File: src/rtl/kidx_dist_pkg.sv
// Shared definitions for the kernel-index distance array: FSM encoding and
// the default per-lane word width.
package kidx_dist_pkg;

  // Default width of one lane slice (index, kernel width and distance word)
  localparam int LANE_W = 8;

  // Controller states: waiting for a request, dividing, presenting a result
  typedef enum logic [1:0] {
    ST_IDLE = 2'd0,
    ST_DIV  = 2'd1,
    ST_OUT  = 2'd2
  } state_e;

endpackage

File: src/rtl/kidx_dist_array_if.sv
// Request/response bundle for kidx_dist_array. The master side issues
// requests and consumes results; the slave side is the distance array.
interface kidx_dist_array_if import kidx_dist_pkg::*; #(
  parameter int WORD_WIDTH = LANE_W,
  parameter int NUM_LANES  = 4
) ();

  logic                            in_valid;
  logic                            in_ready;
  logic [WORD_WIDTH-1:0]           ke_width;
  logic [NUM_LANES*WORD_WIDTH-1:0] idx1;
  logic [NUM_LANES*WORD_WIDTH-1:0] idx2;
  logic                            out_valid;
  logic                            out_ready;
  logic [NUM_LANES*WORD_WIDTH-1:0] vdist;
  logic [NUM_LANES*WORD_WIDTH-1:0] hdist;
  logic                            out_err;

  modport master (
    output in_valid, ke_width, idx1, idx2, out_ready,
    input  in_ready, out_valid, vdist, hdist, out_err
  );

  modport slave (
    input  in_valid, ke_width, idx1, idx2, out_ready,
    output in_ready, out_valid, vdist, hdist, out_err
  );

endinterface

File: src/rtl/kidx_div_lane.sv
// One lane of the distance array: divides both indices by the kernel width
// with repeated subtraction and exposes the quotient/remainder differences.
// The done flag is registered, so it reports the state of the remainders as
// they stood one cycle earlier.
module kidx_div_lane import kidx_dist_pkg::*; #(
  parameter int WORD_WIDTH = LANE_W
) (
  input  logic                  clk,
  input  logic                  reset_n,
  input  logic                  load,
  input  logic                  step,
  input  logic [WORD_WIDTH-1:0] fw,
  input  logic [WORD_WIDTH-1:0] idx1_in,
  input  logic [WORD_WIDTH-1:0] idx2_in,
  output logic [WORD_WIDTH-1:0] vdist,
  output logic [WORD_WIDTH-1:0] hdist,
  output logic                  done
);

  localparam logic [WORD_WIDTH-1:0] ONE = WORD_WIDTH'(1);

  logic [WORD_WIDTH-1:0] rem1_q, rem1_d;
  logic [WORD_WIDTH-1:0] rem2_q, rem2_d;
  logic [WORD_WIDTH-1:0] quo1_q, quo1_d;
  logic [WORD_WIDTH-1:0] quo2_q, quo2_d;
  logic                  done_q, done_d;
  logic                  fw_zero;

  assign fw_zero = (fw == '0);

  // Load the indices on accept, then peel off one kernel width per cycle
  always_comb begin
    rem1_d = rem1_q;
    rem2_d = rem2_q;
    quo1_d = quo1_q;
    quo2_d = quo2_q;
    done_d = done_q;
    if (load) begin
      rem1_d = idx1_in;
      rem2_d = idx2_in;
      quo1_d = '0;
      quo2_d = '0;
      done_d = 1'b0;
    end else if (step) begin
      if (!fw_zero && (rem1_q >= fw)) begin
        rem1_d = rem1_q - fw;
        quo1_d = quo1_q + ONE;
      end
      if (!fw_zero && (rem2_q >= fw)) begin
        rem2_d = rem2_q - fw;
        quo2_d = quo2_q + ONE;
      end
      done_d = fw_zero || ((rem1_q < fw) && (rem2_q < fw));
    end
  end

  // Lane state registers, cleared asynchronously so an abort leaves nothing behind
  always_ff @(posedge clk or negedge reset_n) begin
    if (!reset_n) begin
      rem1_q <= '0;
      rem2_q <= '0;
      quo1_q <= '0;
      quo2_q <= '0;
      done_q <= 1'b0;
    end else begin
      rem1_q <= rem1_d;
      rem2_q <= rem2_d;
      quo1_q <= quo1_d;
      quo2_q <= quo2_d;
      done_q <= done_d;
    end
  end

  assign vdist = quo2_q - quo1_q;
  assign hdist = rem2_q - rem1_q;
  assign done  = done_q;

endmodule

File: src/rtl/kidx_dist_array.sv
// Kernel-index distance array: for each lane returns the row distance
// (idx2/FW - idx1/FW) and column distance (idx2%FW - idx1%FW) of two lowered
// indices. Owns the handshake FSM, the captured kernel width and the result
// registers; the per-lane division lives in kidx_div_lane.
module kidx_dist_array import kidx_dist_pkg::*; #(
  parameter int WORD_WIDTH = LANE_W,
  parameter int NUM_LANES  = 4
) (
  input logic               clk,
  input logic               reset_n,
  kidx_dist_array_if.slave  bus
);

  localparam int VEC_W = NUM_LANES * WORD_WIDTH;

  state_e                state_q, state_d;
  logic [WORD_WIDTH-1:0] fw_q, fw_d;
  logic [VEC_W-1:0]      vdist_q, vdist_d;
  logic [VEC_W-1:0]      hdist_q, hdist_d;
  logic                  err_q, err_d;

  logic                  accept;
  logic                  div_active;
  logic                  all_done;
  logic [VEC_W-1:0]      lane_v;
  logic [VEC_W-1:0]      lane_h;
  logic [NUM_LANES-1:0]  lane_done;

  assign accept     = bus.in_valid && (state_q == ST_IDLE);
  assign div_active = (state_q == ST_DIV);
  assign all_done   = &lane_done;

  for (genvar k = 0; k < NUM_LANES; k++) begin : g_lane
    kidx_div_lane #(.WORD_WIDTH(WORD_WIDTH)) u_lane (
      .clk     (clk),
      .reset_n (reset_n),
      .load    (accept),
      .step    (div_active),
      .fw      (fw_q),
      .idx1_in (bus.idx1[k*WORD_WIDTH +: WORD_WIDTH]),
      .idx2_in (bus.idx2[k*WORD_WIDTH +: WORD_WIDTH]),
      .vdist   (lane_v[k*WORD_WIDTH +: WORD_WIDTH]),
      .hdist   (lane_h[k*WORD_WIDTH +: WORD_WIDTH]),
      .done    (lane_done[k])
    );
  end

  // Sequence accept -> divide -> present; a zero kernel width yields a flagged zero result
  always_comb begin
    state_d = state_q;
    fw_d    = fw_q;
    vdist_d = vdist_q;
    hdist_d = hdist_q;
    err_d   = err_q;
    case (state_q)
      ST_IDLE: begin
        if (accept) begin
          fw_d    = bus.ke_width;
          state_d = ST_DIV;
        end
      end
      ST_DIV: begin
        if (all_done) begin
          state_d = ST_OUT;
          if (fw_q == '0) begin
            vdist_d = '0;
            hdist_d = '0;
            err_d   = 1'b1;
          end else begin
            vdist_d = lane_v;
            hdist_d = lane_h;
            err_d   = 1'b0;
          end
        end
      end
      ST_OUT: begin
        if (bus.out_ready) begin
          state_d = ST_IDLE;
        end
      end
      default: state_d = ST_IDLE;
    endcase
  end

  // Control and result registers; reset aborts any transaction in flight
  always_ff @(posedge clk or negedge reset_n) begin
    if (!reset_n) begin
      state_q <= ST_IDLE;
      fw_q    <= '0;
      vdist_q <= '0;
      hdist_q <= '0;
      err_q   <= 1'b0;
    end else begin
      state_q <= state_d;
      fw_q    <= fw_d;
      vdist_q <= vdist_d;
      hdist_q <= hdist_d;
      err_q   <= err_d;
    end
  end

  assign bus.in_ready  = (state_q == ST_IDLE);
  assign bus.out_valid = (state_q == ST_OUT);
  assign bus.vdist     = vdist_q;
  assign bus.hdist     = hdist_q;
  assign bus.out_err   = err_q;

endmodule

File: src/flat_wrapper.sv
// flat-port wrapper written by rule: the top's interface ports become plain ports
module kidx_dist_array_flat import kidx_dist_pkg::*;
#(
  parameter int WORD_WIDTH = LANE_W,
  parameter int NUM_LANES  = 4
)
  (clk, reset_n, bus_in_valid, bus_ke_width, bus_idx1, bus_idx2, bus_out_ready, bus_in_ready, bus_out_valid, bus_vdist, bus_hdist, bus_out_err);
  kidx_dist_array_if #(.WORD_WIDTH(WORD_WIDTH), .NUM_LANES(NUM_LANES)) bus_i ();
  input logic clk;
  input logic reset_n;
  input wire logic [$bits(bus_i.in_valid)-1:0] bus_in_valid;
  input wire logic [$bits(bus_i.ke_width)-1:0] bus_ke_width;
  input wire logic [$bits(bus_i.idx1)-1:0] bus_idx1;
  input wire logic [$bits(bus_i.idx2)-1:0] bus_idx2;
  input wire logic [$bits(bus_i.out_ready)-1:0] bus_out_ready;
  output wire logic [$bits(bus_i.in_ready)-1:0] bus_in_ready;
  output wire logic [$bits(bus_i.out_valid)-1:0] bus_out_valid;
  output wire logic [$bits(bus_i.vdist)-1:0] bus_vdist;
  output wire logic [$bits(bus_i.hdist)-1:0] bus_hdist;
  output wire logic [$bits(bus_i.out_err)-1:0] bus_out_err;
  assign bus_i.in_valid = bus_in_valid;
  assign bus_i.ke_width = bus_ke_width;
  assign bus_i.idx1 = bus_idx1;
  assign bus_i.idx2 = bus_idx2;
  assign bus_i.out_ready = bus_out_ready;
  assign bus_in_ready = bus_i.in_ready;
  assign bus_out_valid = bus_i.out_valid;
  assign bus_vdist = bus_i.vdist;
  assign bus_hdist = bus_i.hdist;
  assign bus_out_err = bus_i.out_err;
  kidx_dist_array #(.WORD_WIDTH(WORD_WIDTH), .NUM_LANES(NUM_LANES)) u_core (.clk(clk), .reset_n(reset_n), .bus(bus_i));
endmodule
File: config.mk
export PLATFORM = sky130hd
export DESIGN_NAME = kidx_dist_array_flat
export DESIGN_NICKNAME = d
export VERILOG_FILES = /design/src/rtl/kidx_dist_pkg.sv /design/src/rtl/kidx_dist_array_if.sv /design/src/rtl/kidx_div_lane.sv /design/src/rtl/kidx_dist_array.sv /design/src/flat_wrapper.sv
export SDC_FILE = /design/constraint.sdc
export NUM_CORES = 1
export LEC_CHECK = 0
export BUFFER_PORTS_ARGS = -buffer_cell sky130_fd_sc_hd__buf_2
export CAP_MARGIN = 20
export CORE_MARGIN = 2
export CORE_UTILIZATION = 45
export CTS_CLUSTER_SIZE = 12
export DETAILED_ROUTE_END_ITERATION = 10
export PLACE_DENSITY_LB_ADDON = 0.3
export SLEW_MARGIN = 0
export SYNTH_ARGS = -nofsm -noshare
export SYNTH_HDL_FRONTEND = slang
export SYNTH_SLANG_ARGS = --single-unit
File: constraint.sdc
create_clock -name clk -period 6 [get_ports clk]
set_input_delay 0.6 -clock clk [delete_from_list [all_inputs] [get_ports clk]]
set_output_delay 0.6 -clock clk [all_outputs]
set_load 0.005 [all_outputs]
-- Yosys cells after proc, flatten, opt, wreduce, memory -nomap -nowiden
Index checks and enable logic that the tools add are counted.
- add/sub/neg operators: 24
- mux-type cells: 63
- shift-type cells: 0
- bitwise gates (word level): 0
- multipliers: 0
- $lt $le $gt $ge: 16
- equality and inequality tests: 5
- reductions and logical operators: 41
- div/mod/pow operators: 0
- operators with widths (operator ; number):
    $mux 8 ; 48
    $sub 8x8->8 ; 16
    $add 8x1->8 const B ; 8
    $ge 8x8->1 ; 8
    $lt 8x8->1 ; 8
    $mux 32 ; 2
    $reduce_and 2->1 ; 9
    $reduce_bool 2->1 ; 9
    $logic_and 1x1->1 ; 13
    $mux 1 ; 9
    $logic_not 8->1 ; 1
    $mux 2 ; 3
    $pmux 2 s3 ; 1
    $reduce_and 5->1 ; 1
    $logic_or 1x1->1 ; 4
    $ne 2x2->1 const B ; 2
    $reduce_and 4->1 ; 1
    $reduce_and 3->1 ; 1
    $eq 2x1->1 const B ; 1
    $eq 2x2->1 const B ; 1
    $logic_not 2->1 ; 1
    $ne 2x1->1 const B ; 1
    $logic_not 1->1 ; 1
- input bits: 76
- bits in writable memories: 0
- output and inout bits: 67
- logic and storage cells: 174
- register bits after elaboration: 207
- latch bits: 0
- memories: 0
- bits in read-only memories: 0

-- Depth between registers and ports, before layout
Gate-level depths: netlist of the first run.
- word-level depth: 6
- depth in mapped cells: 11
- mapped depth without buffers: 10

-- Hierarchy
From an unflattened synthesis of the first run, not the netlist that was laid out.
- cells, all modules: 1651
- area, all modules: 15499.9 µm²
- by module, submodules not included (module ; cells an instance ; instances ; area an instance (µm²)):
    kidx_dist_array ; 254 ; 1 ; 3490.8
    kidx_div_lane at u_core.g_lane[0].u_lane ; 354 ; 1 ; 3021.6
    kidx_div_lane at u_core.g_lane[1].u_lane ; 353 ; 1 ; 3011.6
    kidx_div_lane at u_core.g_lane[2].u_lane ; 355 ; 1 ; 3011.6
    kidx_div_lane at u_core.g_lane[3].u_lane ; 335 ; 1 ; 2964.1

-- Worst setup path after synthesis of the first run
Ideal clock, no wire load.
- path kind: register to register
- start: register u_core.fw_q[1]
- end: register u_core.g_lane[3].u_lane.rem1_q[2]
- data required time: 5.874 ns
- library setup time: 0.126 ns
- cell stages (with the launch flop): 8
- arrival time: 2.371 ns
- slack: 3.503 ns
- cells stage by stage: dfrtp_1 -> inv_1 -> fa_1 -> a21o_1 -> a211o_1 -> a22o_1 -> clkbuf_1 -> a221o_1
- cells in the longest elaborated chain, start to end: 5
- RTL lines (element ; line ; RTL):
    start: declaration ; kidx_dist_array.sv:17 ; logic [WORD_WIDTH-1:0] fw_q, fw_d;
    start signal: assignment ; kidx_dist_array.sv:95 ; fw_q <= fw_d;
    parallel branches: the longest is 5 deep, another holds $sub 8x8->8 ; n/a ;
    end signal: assignment ; kidx_div_lane.sv:66 ; rem1_q <= rem1_d;
    end: declaration ; kidx_div_lane.sv:22 ; logic [WORD_WIDTH-1:0] rem1_q, rem1_d;
Parallel ways; which one is timed is not known. The select of a mux whose other input is x is not followed.
A chain may end at the register's enable or synchronous reset.

-- Worst setup path after layout of the first run
- start: register u_core.fw_q[1]
- end: register u_core.g_lane[1].u_lane.rem1_q[7]
- cells in the longest elaborated chain, start to end: 5
- RTL lines (element ; line):
    parallel branches: the longest is 5 deep, another holds $sub 8x8->8 ; n/a
    end signal: assignment ; kidx_div_lane.sv:66
    end: declaration ; kidx_div_lane.sv:22
Parallel ways; which one is timed is not known. The select of a mux whose other input is x is not followed.

==> qor.csv, run 1 <==
stage,metric,value,unit
yosys,synth_area_leaders,"dfrtp_1 (39%), ha_1 (12%), o21ai_0 (6.2%)",
yosys,ys_seq_area_frac,0.3855,
route,drt-initial-drc-count,733,
final_layout,antenna_cells,0,
yosys,syn_area,0.01344,mm^2
sta,totalNegativeSetupSlack,0,ns
route,met2_length,16380,um
status,status,"complete, no violations",
route,routedWlPerCell,18.01,um
final_layout,fin_util,0.5185,
route,ant_nets,0,
yosys,syn_nets,1682,
placed_design,port_buffers,142,
sta,maxSlewViolCount,0,
cts,cts_setup_buffers,0,
final_layout,finalInstanceArea,0.01533,mm^2
yosys,synth_ff_type,dfrtp_1,
final_layout,final.fill_count,2770,
global_route,grt_usage,0.2303,
route,wl_met1,16640,um
global_route,antenna_found_initial,1,
run,drv_cap,0,
yosys,synth_top_area_share,0.3855,
final_layout,areaGrowthSynthToFinish,14.05,%
sta,fin_crit_sh,0.5574,
yosys,synth_most_common_cell,dfrtp_1,
yosys,synth_edf_count,0,
cts,clk_latency,0.52,ns
route,dr_wl_met3,1983,um
yosys,avgSynthCellArea,9.191,um^2
worst_setup_path,path_class,register to register,
yosys,synth.distinct_cells,52,
die,dieArea,0.03126,mm^2
cts,clock_sink_count,207,
placed_design,globalplace.congestion,0.9455,
sta,post-route-min-period,3.344,ns
placed_design,placed_cell_area,0.01453,mm^2
route,drt_wl_total,35980,um
yosys,ys_warn_count,0,
global_route,grt_pass1_wl,57620,um
route,via_count,11320,
cts,cts_tree,done,
worst_setup_path,cp.arrival,3.78,ns
worst_setup_path,worst-endpoint-required,6.44,ns
final_layout,nNetsFinal,1812,
yosys,async_flop_share,1.000,
yosys,yosys.area.top_type,dfrtp_1,
sta,tightest_slew,0.9988,ns
route,routed.top_layer,met5,
sta,fin_worst_skew,0.01197,ns
worst_hold_path,min_path_type,input pin to async pin,
worst_setup_path,path_max_fanout,24,
sta,hold_viol_final,0,
cts,cts.repair.resized,0,
global_route,grt-ovfl-total,0,
die,die_h,176.8,um
yosys,syn-instance-count,1462,
sta,fmax,299.0,MHz
die,die_x,176.8,um
worst_setup_path,r2r_cells,8,
cts,cts-hold-fix-buffers,0,
route,vias_per_cell,5.665,
die,core,0.02956,mm^2
cts,cts.path.max_buffers,3,
yosys,synth_common_cells,"dfrtp_1 (207), o21ai_0 (167), nand2_1 (153), ha_1 (128), nor2_1 (107)",
worst_setup_path,crit_path_start_kind,register,
sta,finalWorstSetupSlack,2.656,ns
die,pin_count,143,
worst_setup_path,crit_path_end_kind,register,
cts,cts_max_level,1,
die,start_util,0.4546,
final_layout,drive_above_1_share,0.1281,
route,dr.pass1.iters,6,
route,drc_errors,0,
sta,setup_violations,0,
sta,relSlewSlack,0.3334,
placed_design,place_hpwl,25880,um
sta,rsz0062_at_grt,false,
cts,cts_buffers,24,
cts,clk_pin_slew,0.06,ns
worst_setup_path,crit_path_start,u_core.fw_q[1]$_DFFE_PN0P_,
global_route,grt_max_degree,135,
yosys,synth_seq_cells,207,
global_route,grt_pass1_vias,11100,
placed_design,preCtsSetupSlack,2.491,ns
worst_setup_path,r2r_start,u_core.fw_q[1]$_DFFE_PN0P_,
cts,clockRootBuffer,clkbuf_16,
die,rows,63,
==> kinds of logic (layout without fill, tap and decap cells) <==
logic type,Yosys count,in the layout,share of synthesized area
AND/OR/NAND/NOR,442,442,0.1567
AO/OA/AOI/OAI,400,400,0.1874
multiplexers,5,5,0.003725
XOR/XNOR,128,128,0.08343
buffers and inverters,136,282,0.04022
flip-flops,207,207,0.3855
adder cells (fa/ha/maj),144,144,0.1430
==> area by class of cell <==
type | instances | area, um^2 | share of cell area
sequential | 207 | 5180 | 0.3380
clock buffer | 38 | 764.5 | 0.04988
clock inverter | 4 | 20.02 | 0.001306
tap | 390 | 488.0 | 0.03184
multi-input combinational | 1119 | 7727 | 0.5042
inverter | 89 | 334.1 | 0.02180
timing repair buffer | 151 | 812.0 | 0.05298
==> registers in the layout (all words and copies together), names as in the netlist <==
name,count
u_core.state_q,2
u_core.bus.out_err,1
u_core.g_lane.u_lane.done,4
u_core.bus.hdist,32
u_core.bus.vdist,32
u_core.fw_q,8
u_core.g_lane.u_lane.rem1_q,32
u_core.g_lane.u_lane.quo1_q,32
u_core.g_lane.u_lane.rem2_q,32
u_core.g_lane.u_lane.quo2_q,32
==> routing by layer <==
metal,vias up,global-route usage
met5,-,0
met4,2,0.06577
met3,70,0.03544
met2,312,0.3714
met1,5448,0.3215
li1,5487,-
==> stage by stage <==
stage	hold slack, ns	std cells
3_3_place_gp	0.4570	1954
4_1_cts	0.1106	1997
2_1_floorplan	0.3044	1462
3_5_place_dp	0.4680	1955
5_1_grt	0.1224	1998
6_report	0.08114	1998
==> cell usage in the layout (no fill, tap or decap), drive strengths merged, types with 14 or more instances in the layout <==
master / n
a21o: 26
a21oi: 64
a221o: 17
a22oi: 17
a31oi: 15
buf: 150
clkbuf: 39
dfrtp: 207
fa: 16
ha: 128
inv: 89
nand2: 153
nand2b: 26
nand3: 37
nand4: 26
nor2: 110
nor2b: 25
nor3: 21
o21ai: 168
o22ai: 14
o31ai: 14
xnor2: 59
xor2: 69
==> worst paths after layout <==
path                       slack, ns                                             to
setup / recovery                2.66  u_core.g_lane[1].u_lane.rem1_q[7]$_DFFE_PN0P_
hold / removal                  0.08                u_core.bus.vdist[5]$_DFFE_PN0P_
setup reg to reg                2.66  u_core.g_lane[1].u_lane.rem1_q[7]$_DFFE_PN0P_
hold reg to reg                 0.47               u_core.bus.vdist[27]$_DFFE_PN0P_
max in group asynchronous       4.76  u_core.g_lane[3].u_lane.rem1_q[6]$_DFFE_PN0P_
min in group clk                0.28                     u_core.fw_q[3]$_DFFE_PN0P_
==> critical path, stage by stage (launching register included) <==
cell and delay, ns:
dfrtp_1 0.40, inv_1 0.74, ha_1 0.39, and4_1 0.19, a211o_1 0.27, a22oi_2 0.75, and2_1 0.31, a22oi_1 0.09
o21ai_0 0.11
Power of run 1 is not shown: default switching activity piles up to over one toggle a cycle in this logic, so the estimate is an artifact.
==> run 2: changes to the inputs <==
==> constraint.sdc (replaced) <==
create_clock -name clk -period 3.2 [get_ports clk]
set_input_delay 0.32 -clock clk [delete_from_list [all_inputs] [get_ports clk]]
set_output_delay 0.32 -clock clk [all_outputs]
set_load 0.005 [all_outputs]
==> run 2 against run 1 <==
Net effect: register-to-register slack worse by 2.3 ns; sequential cell count stayed put; global-route usage increased by 0.42 points; non-clock buffer count rose by 20; final cell count grew 1.2%; final area is 1.5% higher; setup slack lost 2.3 ns.
==> qor.csv, run 2 (synthesis results as in run 1) <==
stage,metric,value,unit,change
status,status,"complete, no violations",,
cts,cts_tree,done,,
global_route,grt_max_degree,72,,-47%
global_route,grt_pass1_wl,58630,um,+1.7%
sta,tightest_slew,0.8139,ns,-0.1849 ns
route,drt-initial-drc-count,724,,-1.2%
route,vias_per_cell,5.566,,-1.7%
die,pin_count,143,,unchanged
route,drc_errors,0,,unchanged
sta,fin_crit_sh,0.8911,,+0.3337
cts,clk_latency,0.51,ns,about the same
worst_hold_path,min_from,bus_ke_width[7],,
sta,maxSlewViolCount,0,,unchanged
route,dr.pass1.iters,5,,-1
sta,post-route-min-period,2.851,ns,-0.4928 ns
cts,cts_max_level,1,,unchanged
die,core,0.02956,mm^2,unchanged
worst_setup_path,worst-endpoint-required,3.63,ns,-2.81 ns
die,die_x,176.8,um,unchanged
global_route,grt-ovfl-total,0,,unchanged
cts,clock_sink_count,207,,unchanged
die,rows,63,,unchanged
cts,cts_buffers,25,,+4.2%
worst_setup_path,slowest_stage,inv_1,,
final_layout,areaGrowthSynthToFinish,15.75,%,
final_layout,drive_above_1_share,0.1386,,+0.01046
final_layout,antenna_cells,0,,unchanged
worst_hold_path,min_path_cells,3,,
die,start_util,0.4546,,unchanged
worst_setup_path,r2r_cells,8,,unchanged
worst_hold_path,hold_path_end,u_core.fw_q[7]$_DFFE_PN0P_,,
die,die_h,176.8,um,unchanged
sta,setup_violations,0,,unchanged
final_layout,layout_common_cells,"dfrtp_1 (206), o21ai_0 (167), nand2_1 (150)",,
global_route,grt_pass1_vias,11170,,+0.65%
global_route,grt_usage,0.2345,,+0.004240
route,via_count,11250,,-0.62%
route,routedWlPerCell,17.93,um,-0.41%
placed_design,place_hpwl,27050,um,+4.5%
sta,fmax,350.7,MHz,+17%
run,drv_cap,0,,unchanged
worst_setup_path,reg2reg_slack,0.35,ns,-2.31 ns
placed_design,port_buffers,142,,unchanged
worst_setup_path,worstReg2RegEnd,u_core.g_lane[3].u_lane.rem2_q[7]$_DFFE_PN0P_,,
sta,hold_viol_final,0,,unchanged
worst_setup_path,crit_path_end_kind,register,,
final_layout,final.fill_count,2755,,-0.54%
worst_setup_path,path_class,register to register,,
final_layout,layout_commonest_cell,dfrtp_1,,
worst_setup_path,r2r_start,u_core.fw_q[2]$_DFFE_PN0P_,,
global_route,antenna_found_initial,0,,-1
worst_setup_path,path_max_fanout,10,,-58%
cts,clockRootBuffer,clkbuf_16,,
sta,fin_worst_skew,0.01110,ns,-0.0008691 ns
die,dieArea,0.03126,mm^2,unchanged
route,ant_nets,0,,unchanged
cts,cts.path.max_buffers,3,,unchanged
sta,rsz0062_at_grt,false,,
sta,relSlewSlack,0.4555,,+0.1221
final_layout,regArea,0.005181,mm^2,about the same
final_layout,nNetsFinal,1833,,+1.2%
worst_setup_path,crit_path_start_kind,register,,
placed_design,globalplace.congestion,0.8802,,-6.9%
sta,totalNegativeSetupSlack,0,ns,unchanged
final_layout,multiInputGateArea,0.007730,mm^2,about the same
worst_setup_path,slowest_delay,0.47,ns,-0.28 ns
worst_setup_path,cp.arrival,3.28,ns,-0.50 ns
route,drt_wl_total,36240,um,+0.74%
worst_hold_path,min_path_type,input pin to register,,
worst_setup_path,path_cells,"inv_1, ha_1, a21o_1, a211oi_1, o2bb2ai_2, nor2_1, a22oi_1, o21ai_0",,
cts,clk_pin_slew,0.06,ns,about the same
[run 2: worst max-delay path, delay by kind of cell (launching register included)]
kind	cells	cell delay [ns]
compound gates	5	1.04
fa+ha+maj	1	0.40
flops	1	0.40
simple gates	1	0.44
buf+inv	1	0.47
[run 2: how the worst max path moves through the flow]
stage,start,end,cells after the start
finish,u_core.fw_q[2]$_DFFE_PN0P_,u_core.g_lane[3].u_lane.rem2_q[7]$_DFFE_PN0P_,8
global route,u_core.fw_q[4]$_DFFE_PN0P_,u_core.g_lane[3].u_lane.quo2_q[7]$_DFFE_PN0P_,8
CTS,u_core.fw_q[0]$_DFFE_PN0P_,u_core.g_lane[3].u_lane.rem2_q[7]$_DFFE_PN0P_,9
detailed placement,u_core.fw_q[0]$_DFFE_PN0P_,u_core.g_lane[3].u_lane.rem2_q[7]$_DFFE_PN0P_,9
global placement,u_core.fw_q[0]$_DFFE_PN0P_,u_core.g_lane[3].u_lane.rem2_q[7]$_DFFE_PN0P_,9
floorplan,u_core.fw_q[1]$_DFFE_PN0P_,u_core.g_lane[3].u_lane.rem1_q[2]$_DFFE_PN0P_,7
[run 2: timing repair]
item,4_1_cts,5_1_grt
endpoints found under the setup margin,0,4
gates resized for setup,0,2
hold buffers,2,0
hold endpoints to repair,69,0
setup buffers,0,0
[run 2: cell type report]
type	instances	area share
Multi-Input combinational cell	1119	0.4969
Sequential cell	207	0.3331
Timing Repair Buffer	171	0.06540
Clock buffer	36	0.04545
Tap cell	390	0.03137
Inverter	89	0.02148
Clock inverter	9	0.006274
[run 2: stage by stage]
step                instance area, um^2  worst slack, ns  instances  hold slack (ns)  utilization
detailed placement                14730           0.1655       1974           0.3839       0.4982
CTS                               15550           0.1520       2021         0.009402       0.5261
global route                      15550           0.1800       2021         0.009603       0.5262
finish                            15550           0.3486       2021          0.02996       0.5262
global placement                  14730           0.2426       1974           0.3855       0.4982
floorplan                         13440           0.7029       1462          0.02441            -
[run 2: per-layer routing]
layer	GRT usage	vias to the layer above	wire, um
met1	0.3342	5393	17130
met5	0	-	0
li1	-	5515	-
met2	0.3682	278	16280
met4	0.07231	0	978
met3	0.03522	63	1847
Power of run 2 is left out for the same reason.
==> run 3: changes to the inputs <==
==> constraint.sdc (replaced) <==
create_clock -name clk -period 3.15 [get_ports clk]
set_input_delay 0.315 -clock clk [delete_from_list [all_inputs] [get_ports clk]]
set_output_delay 0.315 -clock clk [all_outputs]
set_load 0.005 [all_outputs]
==> run 3 against run 2 <==
Net effect: worst hold slack lost 0.026 ns; clock skew rose by 0.013 ns; clock-buffer cell count is the same; die area is the same; final area increased by 0.80%; first-iteration DRC count up 0.97%; core utilization increased by 0.42 points; via count up 2.2%; critical endpoint is now u_core.g_lane[0].u_lane.rem2_q[6]$_DFFE_PN0P_; largest cell class unchanged.
==> qor.csv, run 3 (synthesis results as in run 1) <==
stage,metric,value,unit,change
run,drv_cap,0,,unchanged
sta,fmax,344.6,MHz,-1.7%
worst_setup_path,r2r_start,u_core.fw_q[0]$_DFFE_PN0P_,,
placed_design,place_hpwl,27410,um,+1.3%
die,die_x,176.8,um,unchanged
route,dr.pass1.iters,5,,unchanged
die,start_util,0.4546,,unchanged
worst_setup_path,crit_path_start_kind,register,,
route,drt_wl_total,36740,um,+1.4%
sta,rsz0062_at_grt,false,,
pwr,power_frac_seq,0.223,,
final_layout,layout_common_cells,"dfrtp_1 (207), o21ai_0 (167), nand2_1 (150)",,
worst_setup_path,cp.depth,10,,+2
route,vias_per_cell,5.656,,+1.6%
cts,clockRootBuffer,clkbuf_16,,
pwr,power_density,1382,mW/mm^2,
worst_setup_path,cp.arrival,3.35,ns,+0.07 ns
sta,hold_viol_final,0,,unchanged
worst_setup_path,slowest_delay,0.62,ns,+0.15 ns
worst_hold_path,min_from,bus_idx2[11],,
worst_hold_path,min_path_type,input pin to register,,
worst_setup_path,reg2reg_slack,0.25,ns,-0.10 ns
die,pin_count,143,,unchanged
die,die_h,176.8,um,unchanged
final_layout,finalInstanceArea,0.01568,mm^2,+0.80%
route,drt-initial-drc-count,731,,+0.97%
placed_design,placed_cell_area,0.01472,mm^2,about the same
die,dieArea,0.03126,mm^2,unchanged
final_layout,nNetsFinal,1845,,+0.65%
final_layout,final.fill_count,2743,,-0.44%
die,rows,63,,unchanged
pwr,power.total,21.67,mW,
pwr,comb_power_share,0.633,,
global_route,grt_max_degree,66,,-8.3%
sta,post-route-min-period,2.902,ns,+0.05051 ns
die,core,0.02956,mm^2,unchanged
sta,fin_worst_skew,0.02371,ns,+0.01261 ns
cts,clock_sink_count,207,,unchanged
placed_design,globalplace.congestion,0.9304,,+5.7%
global_route,antenna_found_initial,0,,unchanged
final_layout,drive_above_1_share,0.1406,,+0.002031
final_layout,antenna_cells,0,,unchanged
sta,setup_violations,0,,unchanged
worst_setup_path,worstReg2RegEnd,u_core.g_lane[0].u_lane.rem2_q[6]$_DFFE_PN0P_,,
pwr,pwr-share-clk,0.144,,
worst_setup_path,slowest_stage,dfrtp_1,,
cts,cts.repair.resized,0,,unchanged
sta,fin_crit_sh,0.9212,,+0.03018
cts,cts_buffers,24,,-4.0%
sta,maxSlewViolCount,0,,unchanged
pwr,p_sw_frac,0.4626,,
route,via_count,11500,,+2.2%
global_route,grt-ovfl-total,0,,unchanged
pwr,switchingPower,10.03,mW,
cts,cts_max_level,1,,unchanged
worst_setup_path,r2r_cells,10,,+2
cts,cts_tree,done,,
global_route,grt_usage,0.2375,,+0.002949
worst_setup_path,path_class,register to register,,
status,status,"complete, no violations",,
final_layout,areaGrowthSynthToFinish,16.68,%,
sta,tightest_slew,0.6299,ns,-0.1840 ns
final_layout,multiInputGateArea,0.007727,mm^2,about the same
worst_setup_path,path_cells,"buf_4, ha_1, inv_1, fa_1, a21o_1, a211o_1, a22o_1, nor2_2, a22oi_1, o21ai_0",,
cts,clk_pin_slew,0.06,ns,about the same
worst_setup_path,worst-endpoint-required,3.60,ns,-0.03 ns
worst_setup_path,crit_path_start,u_core.fw_q[0]$_DFFE_PN0P_,,
placed_design,port_buffers,142,,unchanged
cts,clk_latency,0.54,ns,+0.03 ns
sta,relSlewSlack,0.5769,,+0.1214
final_layout,regArea,0.005180,mm^2,about the same
worst_setup_path,endpoint,u_core.g_lane[0].u_lane.rem2_q[6]$_DFFE_PN0P_,,
global_route,grt_pass1_wl,59210,um,+0.99%
global_route,grt_pass1_vias,11260,,+0.81%
sta,totalNegativeSetupSlack,0,ns,unchanged
pwr,ir_drop,0.0006409,V,
route,ant_nets,0,,unchanged
worst_setup_path,path_buf_inv,2,,+1
pwr,intPower,11.65,mW,
route,drc_errors,0,,unchanged
worst_setup_path,crit_path_end_kind,register,,
pwr,p_leak,7.404,nW,
route,routedWlPerCell,18.07,um,+0.77%
cts,cts.path.max_buffers,3,,unchanged
worst_setup_path,crit_family,compound AO/OA/AOI/OAI gates,,
final_layout,layout_commonest_cell,dfrtp_1,,
worst_setup_path,path_max_fanout,9,,-1
-- run 3: cell count changes in the layout (fill, tap and decap cells not counted), moves of 3 or more --
cell,before,now
buf_4,21,33
clkinv_2,6,3
bufinv_16,2,5
dlygate4sd3_1,2,8
buf_12,6,1
-- run 3: how the worst min path moves through the flow --
stage,slack (ns),depth (start not counted),to
after CTS,0.0008,2,u_core.g_lane[1].u_lane.rem2_q[3]$_DFFE_PN0P_
after detailed placement,0.30,1,u_core.bus.vdist[4]$_DFFE_PN0P_
final,0.004,2,u_core.g_lane[1].u_lane.rem2_q[3]$_DFFE_PN0P_
after global routing,0.004,2,u_core.g_lane[0].u_lane.rem2_q[5]$_DFFE_PN0P_
after global placement,0.30,1,u_core.bus.vdist[4]$_DFFE_PN0P_
after floorplan,0.02,0,u_core.bus.hdist[0]$_DFFE_PN0P_
-- run 3: per-layer routing --
metal / wire length [um] / global-route usage / share of wire / vias up
met5: 0 / 0 / 0 / -
met1: 17180 / 0.3356 / 0.47 / 5555
met4: 893 / 0.06715 / 0.024 / 0
met3: 1930 / 0.03050 / 0.053 / 68
li1: - / - / - / 5551
met2: 16730 / 0.3830 / 0.46 / 324
-- run 3: power groups by stage --
stage / logic (mW) / clock network [mW] / registers, mW
3_5_place_dp: 13.6 / 0 / 4.84
2_1_floorplan: 10.2 / 0 / 4.55
3_3_place_gp: 13.3 / 0 / 4.83
6_report: 13.7 / 3.13 / 4.82
4_1_cts: 13.6 / 3.18 / 4.81
5_1_grt: 15.4 / 3.32 / 4.95
-- run 3: what timing repair did --
action                                  4_1_cts  5_1_grt
hold buffers                                  7        1
endpoints found under the setup margin        0        0
setup buffers                                 0        0
hold endpoints to repair                     56        1
-- run 3: area by class of cell --
cell class / instances / share of cell area
tap: 390 / 0.03112
sequential: 207 / 0.3304
inverter: 89 / 0.02131
clock inverter: 8 / 0.01053
clock buffer: 36 / 0.04573
multi-input combinational: 1119 / 0.4929
timing repair buffer: 184 / 0.06807
-- run 3: per-stage QoR --
stage / setup slack (ns) / hold WS (ns) / utilization / std cells
after global placement: 0.3831 / 0.3008 / 0.4979 / 1981
after detailed placement: 0.2797 / 0.3026 / 0.4979 / 1981
final: 0.2481 / 0.004139 / 0.5304 / 2033
after CTS: 0.2722 / 0.0007696 / 0.5301 / 2032
after floorplan: 0.6529 / 0.01941 / - / 1462
after global routing: 0.003038 / 0.003935 / 0.5304 / 2033
Power figures use the tool's default switching activity.
